===== src/rtl/udp_tx_arbiter_if.sv =====
// udp_tx_arbiter_if: requester, transmitter and status signals around the TX arbiter
interface udp_tx_arbiter_if;
    logic        req0;
    logic        req1;
    logic [11:0] len0;
    logic [11:0] len1;
    logic [3:0]  rd_da0;
    logic [3:0]  rd_da1;
    logic        grant0;
    logic        grant1;
    logic        rd_en0;
    logic        rd_en1;
    logic        done0;
    logic        done1;
    logic        tx_go;
    logic [11:0] data_len;
    logic        fifo_rq;
    logic [3:0]  fifo_da;
    logic        mii_tx_en;
    logic        busy;
    logic        err_timeout;

    modport master (
        input  req0, req1, len0, len1, rd_da0, rd_da1, fifo_rq, mii_tx_en,
        output grant0, grant1, rd_en0, rd_en1, done0, done1, tx_go, data_len,
               fifo_da, busy, err_timeout
    );

    modport slave (
        output req0, req1, len0, len1, rd_da0, rd_da1, fifo_rq, mii_tx_en,
        input  grant0, grant1, rd_en0, rd_en1, done0, done1, tx_go, data_len,
               fifo_da, busy, err_timeout
    );
endinterface


===== src/rtl/udp_tx_arbiter.sv =====
// udp_tx_arbiter: two-source round-robin scheduler for the ip_protocol transmitter,
// with start timeout and inter-frame gap enforcement.
module udp_tx_arbiter #(
    parameter int IFG_CYCLES    = 24,
    parameter int START_TIMEOUT = 64
) (
    input  logic               mii_tx_clk,
    input  logic               rst_n,
    udp_tx_arbiter_if.master   bus
);
    typedef enum logic [2:0] {IDLE, GO, WAIT_START, SEND, GAP} state_t;

    localparam logic [15:0] TO_LAST  = 16'(START_TIMEOUT - 1);
    localparam logic [15:0] IFG_LAST = 16'(IFG_CYCLES - 1);

    state_t      state;
    logic        last_grant;
    logic [15:0] cnt;
    logic [15:0] cnt_inc;
    logic        elig0;
    logic        elig1;
    logic        pick1;
    logic        in_send;

    assign elig0   = bus.req0 && (bus.len0 != 12'd0);
    assign elig1   = bus.req1 && (bus.len1 != 12'd0);
    // on contention source 1 wins only if source 0 was served last
    assign pick1   = elig1 && (!elig0 || !last_grant);
    assign cnt_inc = (cnt == 16'hFFFF) ? cnt : cnt + 16'd1;
    assign in_send = (state == SEND);

    assign bus.rd_en0  = in_send && bus.fifo_rq && bus.grant0;
    assign bus.rd_en1  = in_send && bus.fifo_rq && bus.grant1;
    assign bus.fifo_da = !in_send   ? 4'h0 :
                         bus.grant0 ? bus.rd_da0 :
                         bus.grant1 ? bus.rd_da1 : 4'h0;

    always_ff @(posedge mii_tx_clk or negedge rst_n) begin
        if (!rst_n) begin
            state           <= IDLE;
            last_grant      <= 1'b1;
            cnt             <= 16'd0;
            bus.grant0      <= 1'b0;
            bus.grant1      <= 1'b0;
            bus.done0       <= 1'b0;
            bus.done1       <= 1'b0;
            bus.tx_go       <= 1'b0;
            bus.data_len    <= 12'd0;
            bus.busy        <= 1'b0;
            bus.err_timeout <= 1'b0;
        end else begin
            bus.tx_go       <= 1'b0;
            bus.done0       <= 1'b0;
            bus.done1       <= 1'b0;
            bus.err_timeout <= 1'b0;
            case (state)
                IDLE: if (elig0 || elig1) begin
                    bus.grant0   <= !pick1;
                    bus.grant1   <= pick1;
                    bus.data_len <= pick1 ? bus.len1 : bus.len0;
                    last_grant   <= pick1;
                    bus.tx_go    <= 1'b1;
                    bus.busy     <= 1'b1;
                    state        <= GO;
                end
                GO: begin
                    cnt   <= 16'd0;
                    state <= WAIT_START;
                end
                WAIT_START: if (bus.mii_tx_en) begin
                    state <= SEND;
                end else if (cnt >= TO_LAST) begin
                    bus.err_timeout <= 1'b1;
                    bus.done0       <= bus.grant0;
                    bus.done1       <= bus.grant1;
                    bus.grant0      <= 1'b0;
                    bus.grant1      <= 1'b0;
                    cnt             <= 16'd0;
                    state           <= GAP;
                end else begin
                    cnt <= cnt_inc;
                end
                SEND: if (!bus.mii_tx_en) begin
                    bus.done0  <= bus.grant0;
                    bus.done1  <= bus.grant1;
                    bus.grant0 <= 1'b0;
                    bus.grant1 <= 1'b0;
                    cnt        <= 16'd0;
                    state      <= GAP;
                end
                GAP: if (cnt >= IFG_LAST) begin
                    bus.busy <= 1'b0;
                    state    <= IDLE;
                end else begin
                    cnt <= cnt_inc;
                end
                default: begin
                    bus.busy <= 1'b0;
                    state    <= IDLE;
                end
            endcase
        end
    end
endmodule


===== src/flat_wrapper.sv =====
// flat-port wrapper written by rule: the top's interface ports become plain ports
module udp_tx_arbiter_flat 
#(
    parameter int IFG_CYCLES    = 24,
    parameter int START_TIMEOUT = 64
)
  (mii_tx_clk, rst_n, bus_req0, bus_req1, bus_len0, bus_len1, bus_rd_da0, bus_rd_da1, bus_fifo_rq, bus_mii_tx_en, bus_grant0, bus_grant1, bus_rd_en0, bus_rd_en1, bus_done0, bus_done1, bus_tx_go, bus_data_len, bus_fifo_da, bus_busy, bus_err_timeout);
  udp_tx_arbiter_if bus_i ();
  input  logic mii_tx_clk;
  input  logic rst_n;
  input wire logic [$bits(bus_i.req0)-1:0] bus_req0;
  input wire logic [$bits(bus_i.req1)-1:0] bus_req1;
  input wire logic [$bits(bus_i.len0)-1:0] bus_len0;
  input wire logic [$bits(bus_i.len1)-1:0] bus_len1;
  input wire logic [$bits(bus_i.rd_da0)-1:0] bus_rd_da0;
  input wire logic [$bits(bus_i.rd_da1)-1:0] bus_rd_da1;
  input wire logic [$bits(bus_i.fifo_rq)-1:0] bus_fifo_rq;
  input wire logic [$bits(bus_i.mii_tx_en)-1:0] bus_mii_tx_en;
  output wire logic [$bits(bus_i.grant0)-1:0] bus_grant0;
  output wire logic [$bits(bus_i.grant1)-1:0] bus_grant1;
  output wire logic [$bits(bus_i.rd_en0)-1:0] bus_rd_en0;
  output wire logic [$bits(bus_i.rd_en1)-1:0] bus_rd_en1;
  output wire logic [$bits(bus_i.done0)-1:0] bus_done0;
  output wire logic [$bits(bus_i.done1)-1:0] bus_done1;
  output wire logic [$bits(bus_i.tx_go)-1:0] bus_tx_go;
  output wire logic [$bits(bus_i.data_len)-1:0] bus_data_len;
  output wire logic [$bits(bus_i.fifo_da)-1:0] bus_fifo_da;
  output wire logic [$bits(bus_i.busy)-1:0] bus_busy;
  output wire logic [$bits(bus_i.err_timeout)-1:0] bus_err_timeout;
  assign bus_i.req0 = bus_req0;
  assign bus_i.req1 = bus_req1;
  assign bus_i.len0 = bus_len0;
  assign bus_i.len1 = bus_len1;
  assign bus_i.rd_da0 = bus_rd_da0;
  assign bus_i.rd_da1 = bus_rd_da1;
  assign bus_i.fifo_rq = bus_fifo_rq;
  assign bus_i.mii_tx_en = bus_mii_tx_en;
  assign bus_grant0 = bus_i.grant0;
  assign bus_grant1 = bus_i.grant1;
  assign bus_rd_en0 = bus_i.rd_en0;
  assign bus_rd_en1 = bus_i.rd_en1;
  assign bus_done0 = bus_i.done0;
  assign bus_done1 = bus_i.done1;
  assign bus_tx_go = bus_i.tx_go;
  assign bus_data_len = bus_i.data_len;
  assign bus_fifo_da = bus_i.fifo_da;
  assign bus_busy = bus_i.busy;
  assign bus_err_timeout = bus_i.err_timeout;
  udp_tx_arbiter #(.IFG_CYCLES(IFG_CYCLES), .START_TIMEOUT(START_TIMEOUT)) u_core (.mii_tx_clk(mii_tx_clk), .rst_n(rst_n), .bus(bus_i));
endmodule

===== config.mk =====
export PLATFORM = sky130hd
export DESIGN_NAME = udp_tx_arbiter_flat
export DESIGN_NICKNAME = d
export VERILOG_FILES = /design/src/rtl/udp_tx_arbiter_if.sv /design/src/rtl/udp_tx_arbiter.sv /design/src/flat_wrapper.sv
export SDC_FILE = /design/constraint.sdc
export NUM_CORES = 1
export LEC_CHECK = 0
export CELL_PAD_IN_SITES_DETAIL_PLACEMENT = 1
export CELL_PAD_IN_SITES_GLOBAL_PLACEMENT = 1
export CORE_UTILIZATION = 35
export DETAILED_ROUTE_END_ITERATION = 8
export GPL_ROUTABILITY_DRIVEN = 1
export PLACE_DENSITY = 0.76
export REMOVE_ABC_BUFFERS = 1
export SYNTH_ARGS = -nofsm -noshare
export SYNTH_HDL_FRONTEND = slang
export SYNTH_SLANG_ARGS = --single-unit

===== constraint.sdc =====
create_clock -name mii_tx_clk -period 2.1 [get_ports mii_tx_clk]
set_input_delay 0.42 -clock mii_tx_clk [delete_from_list [all_inputs] [get_ports mii_tx_clk]]
set_output_delay 0.42 -clock mii_tx_clk [all_outputs]
set_load 0.02 [all_outputs]

[Word level (Yosys, flattened, before mapping)]
Index checks and enable logic that the tools add are counted.
Operators by class
  bitwise logic cells: 1
  order comparisons: 2
  reduce and logical (&&, ||, !) cells: 22
  muxes and demuxes: 39
  $mul: 0
  eq/ne operators: 12
  add/subtract/negate cells: 1
  divide/modulo/power cells: 0
  shift operators: 0
Operators with widths (count)
  2-to-1 mux 16 bit: 5
  case mux 16 bit (4 select lines): 1
  nonzero test 12 bit: 2
  2-to-1 mux 1 bit: 18
  adder 16 x 1 -> 16 bit, second input constant: 1
  equality test 16 bit, second input constant: 1
  >= comparator 16 x 5 -> 1 bit, second input constant: 1
  >= comparator 16 x 6 -> 1 bit, second input constant: 1
  2-to-1 mux 3 bit: 5
  case mux 3 bit (5 select lines): 1
  2-to-1 mux 12 bit: 1
  2-to-1 mux 4 bit: 3
  case mux 1 bit (3 select lines): 3
  AND reduction 4 bit: 2
  equality test 3 x 2 -> 1 bit, second input constant: 2
  logical AND 1 bit: 6
  inequality test 2 x 1 -> 1 bit, second input constant: 3
  inequality test 2 bit, second input constant: 3
  AND reduction 5 bit: 1
  case mux 1 bit (2 select lines): 2
  nonzero test 4 bit: 1
  equality test 3 x 1 -> 1 bit, second input constant: 1
  equality test 3 bit, second input constant: 1
  logical NOT 1 bit: 3
  other kinds (8): 9
Word-level totals
  bits in registers: 39
  word-level logic and storage cells: 88
  bits in read-only memories: 0
  input bits: 38
  output and inout bits: 25
  memories kept: 0
  memory bits (writable): 0
  bits in latches: 0

[Longest topological paths before layout]
Gate-level depths: netlist (run 1).
  depth in word-level cells: 8
  depth in mapped cells: 7
  gate-level depth less buffers: 6

[Worst setup path before layout (run 1)]
OpenSTA, ideal clock, no wires.
  kind: reg-to-reg
  start: register u_core.cnt[0]
  end: register u_core.cnt[5]
  path slack: 0.150 ns
  required time: 2.033 ns
  period minus slack after synthesis: 1.950 ns
  stages on the path, launching flop included: 8
  arrival time: 1.882 ns
  library setup time: 0.067 ns
  path through: dfrtp_1 ha_1 and2_1 and2_1 clkbuf_1 o31a_1 or4_1 nand2_1
On the way
  word-level cells in the longest chain between the ends: 5
  elaborated cells on any way between the ends: 11
RTL lines
  from (decl): RTL line udp_tx_arbiter.sv:18  | logic [15:0] cnt;
  from (signal assigned): RTL line udp_tx_arbiter.sv:81  | cnt <= cnt_inc;
  from (signal assigned): RTL line udp_tx_arbiter.sv:95  | cnt <= cnt_inc;
  adder 16 x 1 -> 16 bit / equality test 16 bit (equally long branches): RTL line udp_tx_arbiter.sv:29  | assign cnt_inc = (cnt == 16'hFFFF) ? cnt : cnt + 16'd1;
  2-to-1 mux 16 bit: RTL line udp_tx_arbiter.sv:29
  2-to-1 mux 16 bit: RTL line udp_tx_arbiter.sv:72  | end else if (cnt >= TO_LAST) begin
  2-to-1 mux 16 bit: RTL line udp_tx_arbiter.sv:70  | WAIT_START: if (bus.mii_tx_en) begin
  case mux 16 bit (4 select lines): RTL line udp_tx_arbiter.sv:56  | case (state)
Parallel ways exist; a longest one is shown, timed or not. The select of a mux whose other input is x is not followed.
A chain may end at the register's enable or synchronous reset.

[Worst setup path after layout (run 1)]
  start: input port bus_len1[5]
  end: register u_core.bus.data_len[9]
On the way
  word-level cells in the longest chain between the ends: 4
  elaborated cells on any way between the ends: 6
RTL lines
  from (decl): RTL line flat_wrapper.sv:14  | input wire logic [$bits(bus_i.len1)-1:0] bus_len1;
  nonzero test 12 bit *: RTL line udp_tx_arbiter.sv:26  | assign elig1 = bus.req1 && (bus.len1 != 12'd0);
  logical AND 1 bit *: RTL line udp_tx_arbiter.sv:26
  logical AND 1 bit / logical OR 1 bit (equally long branches): RTL line udp_tx_arbiter.sv:28, udp_tx_arbiter.sv:57
  2-to-1 mux 12 bit / AND reduction 2 bit (equally long branches)
  to (signal assigned): RTL line udp_tx_arbiter.sv:60  | bus.data_len <= pick1 ? bus.len1 : bus.len0;
  to (decl): RTL line udp_tx_arbiter_if.sv:25  | output grant0, grant1, rd_en0, rd_en1, done0, done1, tx_go, data_len,
Every way passes the cells marked *; elsewhere a longest branch is shown, timed or not.

==> flow_summary.json, run 1 <==
{
  "synth_seq_area_share_pct": 48.0,
  "synthesis.instances": 185,
  "dp_hpwl_mm": 4.40,
  "start_util_pct": 36.7,
  "grt_use_total_pct": 20.4,
  "synthTopCellsByArea": "dfrtp_1 47%, mux2_2 5.5%, mux2_4 4.4%",
  "largest_register_ffs": 16,
  "yosys_warnings": 0,
  "fp.dieW_um": 78.2,
  "critPathKind": "in -> reg",
  "syn_to_final_growth_pct": 55.4,
  "diodes": 0,
  "crit_path_start_kind": "input pin",
  "die_height_um": 78.2,
  "finalCritPeriodShare_pct": 99.4,
  "regArea_sq_um": 977,
  "ctsRootBufferMaster": "clkbuf_8",
  "cp_max_fo": 17,
  "path_clk_slew_ns": 0.08,
  "max-slew-margin-rel_pct": 60.9,
  "tritoncts": "built",
  "power.leakage_nw": 1.41,
  "drv_slew": 0,
  "multi_input_area_sq_mm": 0.00108,
  "cts_buffers": 5,
  "crit_slowest_cell": "clkdlybuf4s50_1",
  "overflow": 0,
  "routed_wl_mm": 6.22,
  "die_area_sq_mm": 0.00612,
  "drtPass1Iterations": 4,
  "syn_avg_cell_area_sq_um": 11.0,
  "core.rowCount": 27,
  "finalHoldViolations": 0,
  "status": "finished clean",
  "portBuffers": 62,
  "yosysTopAreaCellShare_pct": 46.7,
  "critPathCaptureType": "register",
  "synthArstFlopShare_pct": 100,
  "syn_area_sq_mm": 0.00203,
  "num_vias": 1847,
  "route.detailed.drc": 0,
  "critical_path.max_stage_delay_ns": 0.46,
  "fin_hold_ws_ns": 0.162,
  "insertion_delay_ns": 0.30,
  "boundaryPins": 63,
  "synth-main-ff-cell": "dfrtp_1",
  "avgViaCountPerCell": 5.23,
  "layout_setup_ws_ns": 0.0121,
  "hp-class": "in -> async",
  "grt_pass1_wl_mm": 9.52,
  "setup_viol": 0,
  "clockBufferDepth": 2,
  "fillCellCount": 620,
  "final_cell_mix": "47 x clkdlybuf4s50_1, 38 x dfrtp_1, 30 x buf_4",
  "yosysUniqueCellTypes": 43,
  "placed_area_sq_mm": 0.00295,
  "fin_crit_ns": 2.09,
  "final_core_util_pct": 57.0,
  "wl_per_cell_um": 17.6,
  "powerDensity_mw_per_mm2": 1240,
  "final_nets": 319,
  "final_area_sq_mm": 0.00316,
  "rsz0062_at_grt": "true",
  "grt_max_degree": 40,
  "coreArea_sq_mm": 0.00554,
  "crit_chain": "clkdlybuf4s50_1 > nor4_2 > nand3_2 > a32o_2 > nor2b_1 > buf_12 > mux2_4",
  "first_iter_violations": 32,
  "antenna_found_initial": 0,
  "drive_above_1_share_pct": 29.9,
  "fin_skew_ns": 0.00820,
  "cts.htree.levels": 2,
  "cp.required_ns": 2.28,
  "synth.ff_latch_count": 39,
  "final_common_cell": "clkdlybuf4s50_1",
  "fmax_ghz": 0.479,
  "top_register": "u_core.cnt",
  "cp.arrival_ns": 2.27,
  "dp_slack_ns": -0.329,
  "reg.largest.list": "u_core.cnt (16), u_core.bus.data_len (12), u_core.state (3)",
  "grt_pass1_vias": 1969,
  "worstMarginPinSlew_ns": 0.580,
  "ir_drop_mv": 0.557,
  "synth-edff-count": 0,
  "gp_congestion": 0.821,
  "drv_cap": 0,
  "ant_nets": 0,
  "synth_top_cell_by_area": "dfrtp_1",
  "cts_sinks": 39
}
## routing by layer
| layer | GRT usage (%) | up-vias | part of all wire (%) |
|---|---|---|---|
| li1 | - | 880 | - |
| met1 | 24.7 | 905 | 42 |
| met2 | 34.2 | 45 | 51 |
| met3 | 4.30 | 17 | 3.5 |
| met5 | 0 | - | 0 |
| met4 | 10.4 | 0 | 4.1 |
## path summary, 6_finish.rpt
path	slack [ns]	depth (start not counted)	end	from
worst max-delay path	0.01	7	u_core.bus.data_len[9]	bus_len1[5]
worst min-delay path	0.16	2	u_core.cnt[2]	rst_n
worst max register to register	0.11	6	u_core.cnt[4]	u_core.cnt[0]
worst min register to register	0.49	1	u_core.bus.busy	u_core.bus.busy
max in group asynchronous	1.57	2	u_core.last_grant	rst_n
min in group mii_tx_clk	0.49	1	u_core.bus.busy	u_core.bus.busy
## cell families (layout without fill, tap and decap cells)
kind of cell	after synthesis	in the layout	share of synthesized area (%)
flip-flops	39	39	48.0
buffers and inverters	12	108	3.01
AND/OR/NAND/NOR	71	71	21.3
AO/OA/AOI/OAI	41	41	14.3
multiplexers	21	21	12.7
adder cells (fa/ha/maj)	1	1	0.615
## worst max-delay path, delay by kind of cell
family          cells  cell delay [ns]
buf+inv             2             0.62
mux                 1             0.30
simple gates        3             0.65
compound gates      1             0.26
## final cells by class
cell class	instances	area share (%)
Clock buffer	6	2.61
Clock inverter	2	1.11
Sequential cell	39	30.9
Inverter	6	0.713
Timing Repair Buffer	94	27.6
Multi-Input combinational cell	134	34.2
Tap cell	72	2.85
## synthesized netlist by cell type (3+ instances only)
library cell	count
o21ai_0	5
nand2_1	8
nand3_1	5
dfrtp_1	38
and3_1	4
nor4_1	5
inv_1	6
nor2b_1	3
mux2_4	6
mux2_2	10
o31ai_1	4
nor2_1	15
mux2_1	5
a22o_1	6
a22oi_1	4
a21oi_1	9
nor4_2	4
clkbuf_1	3
or4_1	4
and2_1	10
## repair_timing
| item | 4_1_cts | 5_1_grt |
|---|---|---|
| endpoints found under the setup margin | 14 | 28 |
| cloned | 0 | 0 |
| pin swaps | 3 | 9 |
| gates resized for setup | 9 | 28 |
| hold buffers | 0 | 0 |
| setup buffers | 1 | 1 |
## per-stage QoR
step                      instances  power [mW]  setup TNS, ns
final                           353        3.92              0
after global routing            353        4.16         -0.331
after CTS                       352        3.87              0
after detailed placement        343        3.19          -4.79
after global placement          343        3.14          -4.45
after floorplan                 179        2.18          -3.31
## power breakdown
group	leakage [nW]	internal, mW	total [mW]	switching (mW)
sequential	0.500	0.997	1.16	0.165
combinational	0.849	1.09	2.09	1.01
clock	0.0612	0.385	0.667	0.282
total	1.41	2.47	3.92	1.45
No activity file was read; power rests on OpenSTA's default activity.
==> run 2: changes to the inputs <==
--- a/config.mk
+++ b/config.mk
@@ -7,10 +7,11 @@
 export LEC_CHECK = 0
 export CELL_PAD_IN_SITES_DETAIL_PLACEMENT = 1
 export CELL_PAD_IN_SITES_GLOBAL_PLACEMENT = 1
-export CORE_UTILIZATION = 35
+export CORE_UTILIZATION = 38
 export DETAILED_ROUTE_END_ITERATION = 8
 export GPL_ROUTABILITY_DRIVEN = 1
-export PLACE_DENSITY = 0.76
+export PLACE_DENSITY = 0.81
+export RECOVER_POWER = 50
 export REMOVE_ABC_BUFFERS = 1
 export SYNTH_ARGS = -nofsm -noshare
 export SYNTH_HDL_FRONTEND = slang
==> constraint.sdc (replaced) <==
create_clock -name mii_tx_clk -period 2.5 [get_ports mii_tx_clk]
set_input_delay 0.5 -clock mii_tx_clk [delete_from_list [all_inputs] [get_ports mii_tx_clk]]
set_output_delay 0.5 -clock mii_tx_clk [all_outputs]
set_load 0.02 [all_outputs]
==> run 2 against run 1 <==
  * Sequential share of layout area is 3.0 points higher
  * Combinational power is 31% lower
  * Final cell count is 7.1% lower
  * Worst hold slack better by 0.17 ns
  * Largest power group unchanged
==> flow_summary.json, run 2 (synthesis gave the netlist of run 1 again) <==
{
  "grt_pass1_vias": 1745,
  "setup_viol": 0,
  "cp.arrival_ns": 1.86,
  "grt_max_degree": 20,
  "critPathCaptureType": "output pin",
  "cp.required_ns": 2.00,
  "worstMarginPinSlew_ns": 0.983,
  "power.leakage_nw": 1.23,
  "fmax_ghz": 0.423,
  "swShare_pct": 36.9,
  "fin_skew_ns": 0.00937,
  "diodes": 0,
  "cts_resized": 4,
  "dp_slack_ns": -0.147,
  "critical_path.max_stage_delay_ns": 0.60,
  "rsz0062_at_grt": "false",
  "p_sw_mw": 1.11,
  "drv_cap": 0,
  "clockBufferDepth": 2,
  "finalHoldViolations": 0,
  "gp_congestion": 0.785,
  "num_vias": 1703,
  "hp-class": "in -> async",
  "first_iter_violations": 103,
  "ctsRootBufferMaster": "clkbuf_8",
  "drive_above_1_share_pct": 17.1,
  "portBuffers": 62,
  "powerDensity_mw_per_mm2": 1040,
  "start_util_pct": 39.6,
  "fillCellCount": 571,
  "cts_buffers": 5,
  "top_register": "u_core.cnt",
  "crit_path_start_kind": "register",
  "path_buf_inv": 1,
  "antenna_found_initial": 0,
  "pwr-share-comb_pct": 48.3,
  "die_area_sq_mm": 0.00565,
  "cp_max_fo": 7,
  "path_clk_slew_ns": 0.08,
  "drv_slew": 0,
  "ant_nets": 0,
  "avgViaCountPerCell": 5.19,
  "multi_input_area_sq_um": 996,
  "cts.htree.levels": 2,
  "reg.largest.list": "u_core.cnt (16), u_core.bus.data_len (12), u_core.state (3)",
  "largest_register_ffs": 16,
  "max-slew-margin-rel_pct": 34.5,
  "grt_use_total_pct": 20.9,
  "dp_hpwl_mm": 4.20,
  "route.detailed.drc": 0,
  "fp.dieW_um": 75.2,
  "coreArea_sq_mm": 0.00514,
  "insertion_delay_ns": 0.30,
  "final_nets": 296,
  "regArea_sq_um": 977,
  "internal_power_mw": 1.89,
  "tritoncts": "built",
  "core.rowCount": 26,
  "ir_drop_mv": 0.530,
  "drtPass1Iterations": 4,
  "sequentialPowerShare_pct": 33.4,
  "fin_total_pwr_mw": 3.00,
  "crit_chain": "nand2b_1 > nor2_1 > and3_1 > clkdlybuf4s50_1",
  "final_cell_mix": "47 x clkdlybuf4s50_1, 38 x dfrtp_1, 15 x nor2_1",
  "fin_crit_ns": 2.36,
  "layout_setup_ws_ns": 0.138,
  "overflow": 0,
  "boundaryPins": 63,
  "routed_wl_mm": 5.42,
  "cts_setup_buffers": 0,
  "pwr-share-clk_pct": 18.3,
  "wl_per_cell_um": 16.5,
  "final_common_cell": "clkdlybuf4s50_1",
  "critPathTopFamily": "buffers and inverters",
  "critPathKind": "reg -> out",
  "finalCritPeriodShare_pct": 94.5,
  "r2r_slack_ns": 0.37,
  "syn_to_final_growth_pct": 41.7,
  "die_height_um": 75.2,
  "grt_pass1_wl_mm": 8.75,
  "cts_sinks": 39,
  "status": "finished clean",
  "crit_slowest_cell": "clkdlybuf4s50_1",
  "hold_buffers": 0
}
[run 2: cell types whose count changed in the layout (fill, tap and decap cells not counted), sizes merged]
cell and change:
dlymetal6s2s -6, clkbuf -1, buf -26, dlygate4sd3 +10
[run 2: worst register-to-register path, cell delays in order (launching register included)]
cell and delay (ns):
dfrtp_1 0.41, ha_1 0.25, and2_0 0.20, and2_0 0.24
o31a_1 0.38, or4_1 0.52, nand2_1 0.08
[run 2: per-layer routing]
metal,up-vias,track usage (%),wire (um)
met2,43,35.2,2720
met3,6,3.48,253
met5,-,0,0
met1,824,27.2,2390
met4,0,7.41,56
li1,830,-,-
[run 2: worst paths after layout]
kind / startpoint / depth (start not counted) / to
max: u_core.state[2] / 4 / bus_rd_en0
min: rst_n / 1 / u_core.state[2]
max reg2reg: u_core.cnt[0] / 6 / u_core.cnt[5]
min reg2reg: u_core.bus.busy / 1 / u_core.bus.busy
max in group asynchronous: rst_n / 2 / u_core.cnt[9]
min in group mii_tx_clk: u_core.bus.busy / 1 / u_core.bus.busy
[run 2: per-stage QoR]
stage          std cells  TNS [ns]  hold slack, ns  instance area, sq um  util (%)
6_report             328         0           0.336                  2880      56.1
5_1_grt              328         0           0.452                  2880      56.1
4_1_cts              328         0           0.135                  2890      56.3
3_5_place_dp         320     -1.20           0.452                  2780      54.1
3_3_place_gp         320    -0.438           0.454                  2780      54.1
2_1_floorplan        179         0           0.204                  2000         -
[run 2: area by class of cell]
cell class                 count  area share (%)
timing repair buffer          71            23.7
clock buffer                   6            2.86
inverter                       6           0.781
tap                           70            3.04
sequential                    39            33.9
clock inverter                 2            1.22
multi-input combinational    134            34.5
[run 2: power by group through the flow]
stage / clock, mW / combinational (mW) / sequential [mW]
2_1_floorplan: 0 / 0.692 / 1.14
3_5_place_dp: 0 / 1.48 / 1.01
6_report: 0.550 / 1.45 / 1.00
4_1_cts: 0.564 / 1.48 / 1.00
5_1_grt: 0.590 / 1.57 / 1.03
3_3_place_gp: 0 / 1.45 / 1.01
